<file path="src/rtl/link_pkg.sv">
// Shared definitions for the four-phase req/ack byte link (master, slave and responder ends).
package link_pkg;

  localparam int LINK_DATA_W = 8;

  typedef enum logic {
    IDLE = 1'b0,
    ACK  = 1'b1
  } link_state_e;

endpackage

</file>
<file path="src/rtl/link_rx_fifo.sv">
// First-word-fall-through synchronous FIFO for the link responder.
// Full/empty come from the pre-edge count, so a pop never frees room for a same-edge push when full.
module link_rx_fifo
  import link_pkg::*;
#(
  parameter int DATA_W = LINK_DATA_W,
  parameter int DEPTH  = 4
) (
  input  logic              clk,
  input  logic              rst,
  input  logic              push,
  input  logic [DATA_W-1:0] push_data,
  input  logic              pop,
  output logic              full,
  output logic              empty,
  output logic [DATA_W-1:0] head
);

  localparam int AW = $clog2(DEPTH);
  localparam logic [AW:0]   CNT_ONE = (AW+1)'(1);
  localparam logic [AW:0]   CNT_MAX = (AW+1)'(DEPTH);
  localparam logic [AW-1:0] PTR_ONE = AW'(1);

  logic [DATA_W-1:0] mem_q [DEPTH];
  logic [AW-1:0]     wr_ptr_q, rd_ptr_q;
  logic [AW:0]       count_q;
  logic              do_push, do_pop;

  assign full    = (count_q == CNT_MAX);
  assign empty   = (count_q == '0);
  assign do_push = push & ~full;
  assign do_pop  = pop & ~empty;
  assign head    = mem_q[rd_ptr_q];

  always_ff @(posedge clk or negedge rst) begin
    if (!rst) begin
      wr_ptr_q <= '0;
      rd_ptr_q <= '0;
      count_q  <= '0;
    end else begin
      if (do_push) wr_ptr_q <= wr_ptr_q + PTR_ONE;
      if (do_pop)  rd_ptr_q <= rd_ptr_q + PTR_ONE;
      case ({do_push, do_pop})
        2'b10:   count_q <= count_q + CNT_ONE;
        2'b01:   count_q <= count_q - CNT_ONE;
        default: count_q <= count_q;
      endcase
    end
  end

  // Storage is not reset; the count alone decides what is valid.
  always_ff @(posedge clk) begin
    if (do_push) mem_q[wr_ptr_q] <= push_data;
  end

endmodule

</file>
<file path="src/rtl/link_rx_responder.sv">
// Responder end of the req/ack byte link: buffers accepted bytes into a FWFT FIFO with byte count and done.
// Define LINK_PARITY_EN to add the par input and sticky par_err output (even parity over {par,data}).
module link_rx_responder
  import link_pkg::*;
#(
  parameter int DATA_W       = LINK_DATA_W,
  parameter int DEPTH        = 4,
  parameter int EXPECT_BYTES = 8
) (
  input  logic              clk,
  input  logic              rst,
  input  logic              req,
  input  logic [DATA_W-1:0] data,
`ifdef LINK_PARITY_EN
  input  logic              par,
  output logic              par_err,
`endif
  output logic              ack,
  output logic              out_valid,
  output logic [DATA_W-1:0] out_data,
  input  logic              out_ready,
  output logic [DATA_W-1:0] last_byte,
  output logic [15:0]       byte_count,
  output logic              done
);

  localparam logic [15:0] EXP_CNT = 16'(EXPECT_BYTES);

  link_state_e       state_q, state_d;
  logic              push, par_ok, fifo_full, fifo_empty;
  logic [DATA_W-1:0] last_byte_q;
  logic [15:0]       byte_count_q, byte_count_d;
  logic              done_q;

`ifdef LINK_PARITY_EN
  logic par_err_q;
  assign par_ok  = ~^{par, data};
  assign par_err = par_err_q;

  always_ff @(posedge clk or negedge rst) begin
    if (!rst) par_err_q <= 1'b0;
    else if (state_q == IDLE && req && !par_ok) par_err_q <= 1'b1;
  end
`else
  assign par_ok = 1'b1;
`endif

  // A parity-failed byte is still handshaken so the master is not stalled, it just is not stored.
  always_comb begin
    state_d = state_q;
    push    = 1'b0;
    case (state_q)
      IDLE: begin
        if (req) begin
          if (!par_ok) begin
            state_d = ACK;
          end else if (!fifo_full) begin
            push    = 1'b1;
            state_d = ACK;
          end
        end
      end
      ACK: begin
        if (!req) state_d = IDLE;
      end
      default: state_d = IDLE;
    endcase
  end

  assign byte_count_d = (byte_count_q == 16'hFFFF) ? byte_count_q : byte_count_q + 16'd1;

  always_ff @(posedge clk or negedge rst) begin
    if (!rst) begin
      state_q      <= IDLE;
      last_byte_q  <= '0;
      byte_count_q <= '0;
      done_q       <= 1'b0;
    end else begin
      state_q <= state_d;
      if (push) begin
        last_byte_q  <= data;
        byte_count_q <= byte_count_d;
        if (EXPECT_BYTES != 0 && byte_count_d == EXP_CNT) done_q <= 1'b1;
      end
    end
  end

  link_rx_fifo #(
    .DATA_W(DATA_W),
    .DEPTH (DEPTH)
  ) u_fifo (
    .clk      (clk),
    .rst      (rst),
    .push     (push),
    .push_data(data),
    .pop      (out_ready),
    .full     (fifo_full),
    .empty    (fifo_empty),
    .head     (out_data)
  );

  assign ack        = (state_q == ACK);
  assign out_valid  = ~fifo_empty;
  assign last_byte  = last_byte_q;
  assign byte_count = byte_count_q;
  assign done       = done_q;

endmodule

</file>
<file path="config.mk">
export PLATFORM = sky130hd
export DESIGN_NAME = link_rx_responder
export DESIGN_NICKNAME = d
export VERILOG_FILES = /design/src/rtl/link_pkg.sv /design/src/rtl/link_rx_fifo.sv /design/src/rtl/link_rx_responder.sv
export SDC_FILE = /design/constraint.sdc
export NUM_CORES = 1
export LEC_CHECK = 0
export ABC_CLOCK_PERIOD_IN_PS = 2700
export CAP_MARGIN = 5
export CORE_MARGIN = 2
export CORE_UTILIZATION = 48
export CTS_CLUSTER_DIAMETER = 40
export CTS_CLUSTER_SIZE = 28
export DETAILED_ROUTE_END_ITERATION = 8
export PLACE_DENSITY = 0.8
export SLEW_MARGIN = 0
export SYNTH_ARGS = -nofsm -noshare
export SYNTH_HDL_FRONTEND = slang
export SYNTH_SLANG_ARGS = --single-unit
export TNS_END_PERCENT = 20
</file>
<file path="constraint.sdc">
create_clock -name clk -period 2.7 [get_ports clk]
set_clock_uncertainty 0.15 [all_clocks]
set_input_delay 0.27 -clock clk [delete_from_list [all_inputs] [get_ports clk]]
set_output_delay 0.27 -clock clk [all_outputs]
set_load 0.02 [all_outputs]
</file>
==> metrics.yaml <==
layout_commonest_cell: "clkdlybuf4s50_1"
r2r_cells: 6
path_clk_slew_ns: 0.07
finalHoldViolCount: 0
timing_worst_slew_pin_value_ns: 0.454
cellPowerDensity_mw_per_mm2: 933
yosysSeqAreaShare_pct: 58.6
post_cts_buffers: 0
die_y_um: 83.7
cp-end-kind: "output port"
required_ns: 2.28
drtAntennaViolNets: 0
finalCriticalPeriod_ns: 2.47
ys_types: 46
setup_viol: 0
synth-xor-area-share_pct: 4.60
cts_htree_levels: 3
wirelength_mm: 6.21
clkSinkCount: 65
setup_ws_ns: 0.234
cts_tree: "done"
period_share_pct: 91.3
synth_fp_nets: 264
synth_top_flop_cell: "dfrtp_1"
vias_per_cell: 5.58
ios: 47
num_vias: 2092
floorplan.initialDensity_pct: 48.8
tns_ns: 0
grt_max_degree: 34
ys_async_sr_fraction_pct: 50.8
worstPathArrival_ns: 2.05
ir_worst_vdd_uv: 484
cts_resized: 0
grt_use_total_pct: 18.7
root_buffer: "clkbuf_8"
synthAdderAreaFrac_pct: 3.12
relSlewSlack_pct: 69.7
reg2reg_to: "done"
r2r_slack_ns: 0.30
dpl.hpwl_mm: 4.15
drt_iter0_drc: 105
hold_class: "in -> async"
maxCapViolCount: 0
drv_slew: 0
num_antenna_cells: 0
core_mm2: 0.00624
final_cell_mix: "clkdlybuf4s50_1 (46), nand2_1 (38), dfrtp_1 (33)"
grt_pass1_vias: 2132
synth_edf_count: 32
port_buffers: 46
syn2layout_area_growth_pct: 23.2
synth_top_family_by_area: "simple AND/OR/NAND/NOR gates"
nNetsFinal: 312
syn_inst: 245
dp_cells: 359
drive_gt1_share_pct: 12.8
antenna_found_initial: 0
synth_compound_area_share_pct: 5.09
yosysWarnings: 0
crit_fanout: 8
whs_ns: 0.185
gp_congestion: 0.919
num_rows: 29
overflow: 0
firstDrtPassIters: 4
yosys.area_share.simple_pct: 16.8
stdcell_count: 375
cts_buffers: 9
syn_area_mm2: 0.00305
wl_per_cell_um: 16.6
dieArea_mm2: 0.00700
ys_ff_latch: 65
place_ws_ns: 0.343
muxShareOfSynthArea_pct: 8.33
cts.path.max_buffers: 2
fmax_mhz: 406
rsz0062_at_grt: "false"
critical_path_class: "reg -> out"
reg2reg_from: "byte_count[1]"
clkLatencyLatePin_ns: 0.34
synth_area_per_cell_um2: 12.4
outcome: "finished clean"
drc: 0
grt_first_pass_wirelength_mm: 10.1
cts_hold_buf: 0
dieWidth_um: 83.7
worst_setup_path_start_kind: "flip-flop"
startpoint: "u_fifo.rd_ptr_q[0]"
leakage_nw: 1.48
per-layer routing:
| layer | wire [um] | part of all wire, % | track usage (%) | vias to the layer above |
|---|---|---|---|---|
| li1 | - | - | - | 976 |
| met1 | 2710 | 44 | 23.4 | 1041 |
| met2 | 3040 | 49 | 30.8 | 66 |
| met3 | 391 | 6.3 | 5.34 | 9 |
| met4 | 68 | 1.1 | 7.48 | 0 |
| met5 | 0 | 0 | 0 | - |
critical path, stage by stage, from the launching register on:
cell,delay [ns]
dfrtp_1,0.38
buf_4,0.23
mux4_2,0.54
clkdlybuf4s50_1,0.55
metrics by stage:
stage	area (um2)	power [mW]	util [%]
5_1_grt	3750	3.71	60.2
6_report	3750	3.50	60.2
2_1_floorplan	3050	2.26	-
3_5_place_dp	3580	2.82	57.4
4_1_cts	3750	3.55	60.2
3_3_place_gp	3580	2.77	57.4
state kept, by name, summed over array words and instances (netlist names):
name / flops
ack: 1
byte_count: 16
done: 1
last_byte: 8
u_fifo.count_q: 3
u_fifo.mem_q: 32
u_fifo.rd_ptr_q: 2
u_fifo.wr_ptr_q: 2
report_power, final:
group	internal, mW	leakage (nW)	total (mW)	switching [mW]
sequential	1.25	0.705	1.46	0.204
combinational	0.658	0.683	1.33	0.672
clock	0.355	0.0891	0.717	0.363
cells in the mapped netlist (all sizes together), types with 3 or more instances:
cell / n / area [um2]
nor2: 13 / 48.8
o21ai: 3 / 15.0
xnor2: 13 / 114
and3: 3 / 18.8
buf: 4 / 25.0
mux4: 8 / 180
inv: 10 / 37.5
ha: 6 / 75.1
xor2: 3 / 26.3
nand4: 11 / 90.1
clkbuf: 11 / 42.5
a21oi: 5 / 25.0
nand3: 8 / 40.0
mux2i: 4 / 40.0
mux2: 3 / 33.8
dfrtp: 33 / 826
edfxtp: 32 / 961
nand2: 38 / 143
and4: 4 / 35.0
and2: 7 / 43.8
area by class of cell:
cell class | instances | area [um2]
Fill cell | 514 | 2490
Clock buffer | 11 | 141
Sequential cell | 65 | 1790
Inverter | 10 | 37.5
Tap cell | 77 | 96.3
Clock inverter | 5 | 31.3
Multi-Input combinational cell | 155 | 1160
Timing Repair Buffer | 52 | 505
logic make-up after synthesis:
logic type,count (synthesis)
muxes,15
and+or+nand+nor,97
buffers and inverters,25
xor gates and xnor gates,16
adders and majority gates,7
AOI/OAI and AO/OA,20
DFF,65
worst max-delay path by stage:
stage / end / slack, ns / depth (start not counted)
4_1_cts: out_data[1] / 0.20 / 3
3_5_place_dp: u_fifo.count_q[2] / 0.34 / 9
2_1_floorplan: u_fifo.count_q[2] / 0.1 / 11
3_3_place_gp: u_fifo.count_q[2] / 0.41 / 9
6_report: out_data[1] / 0.23 / 3
5_1_grt: out_data[1] / 0.14 / 3
No activity file was read; power rests on OpenSTA's default activity.
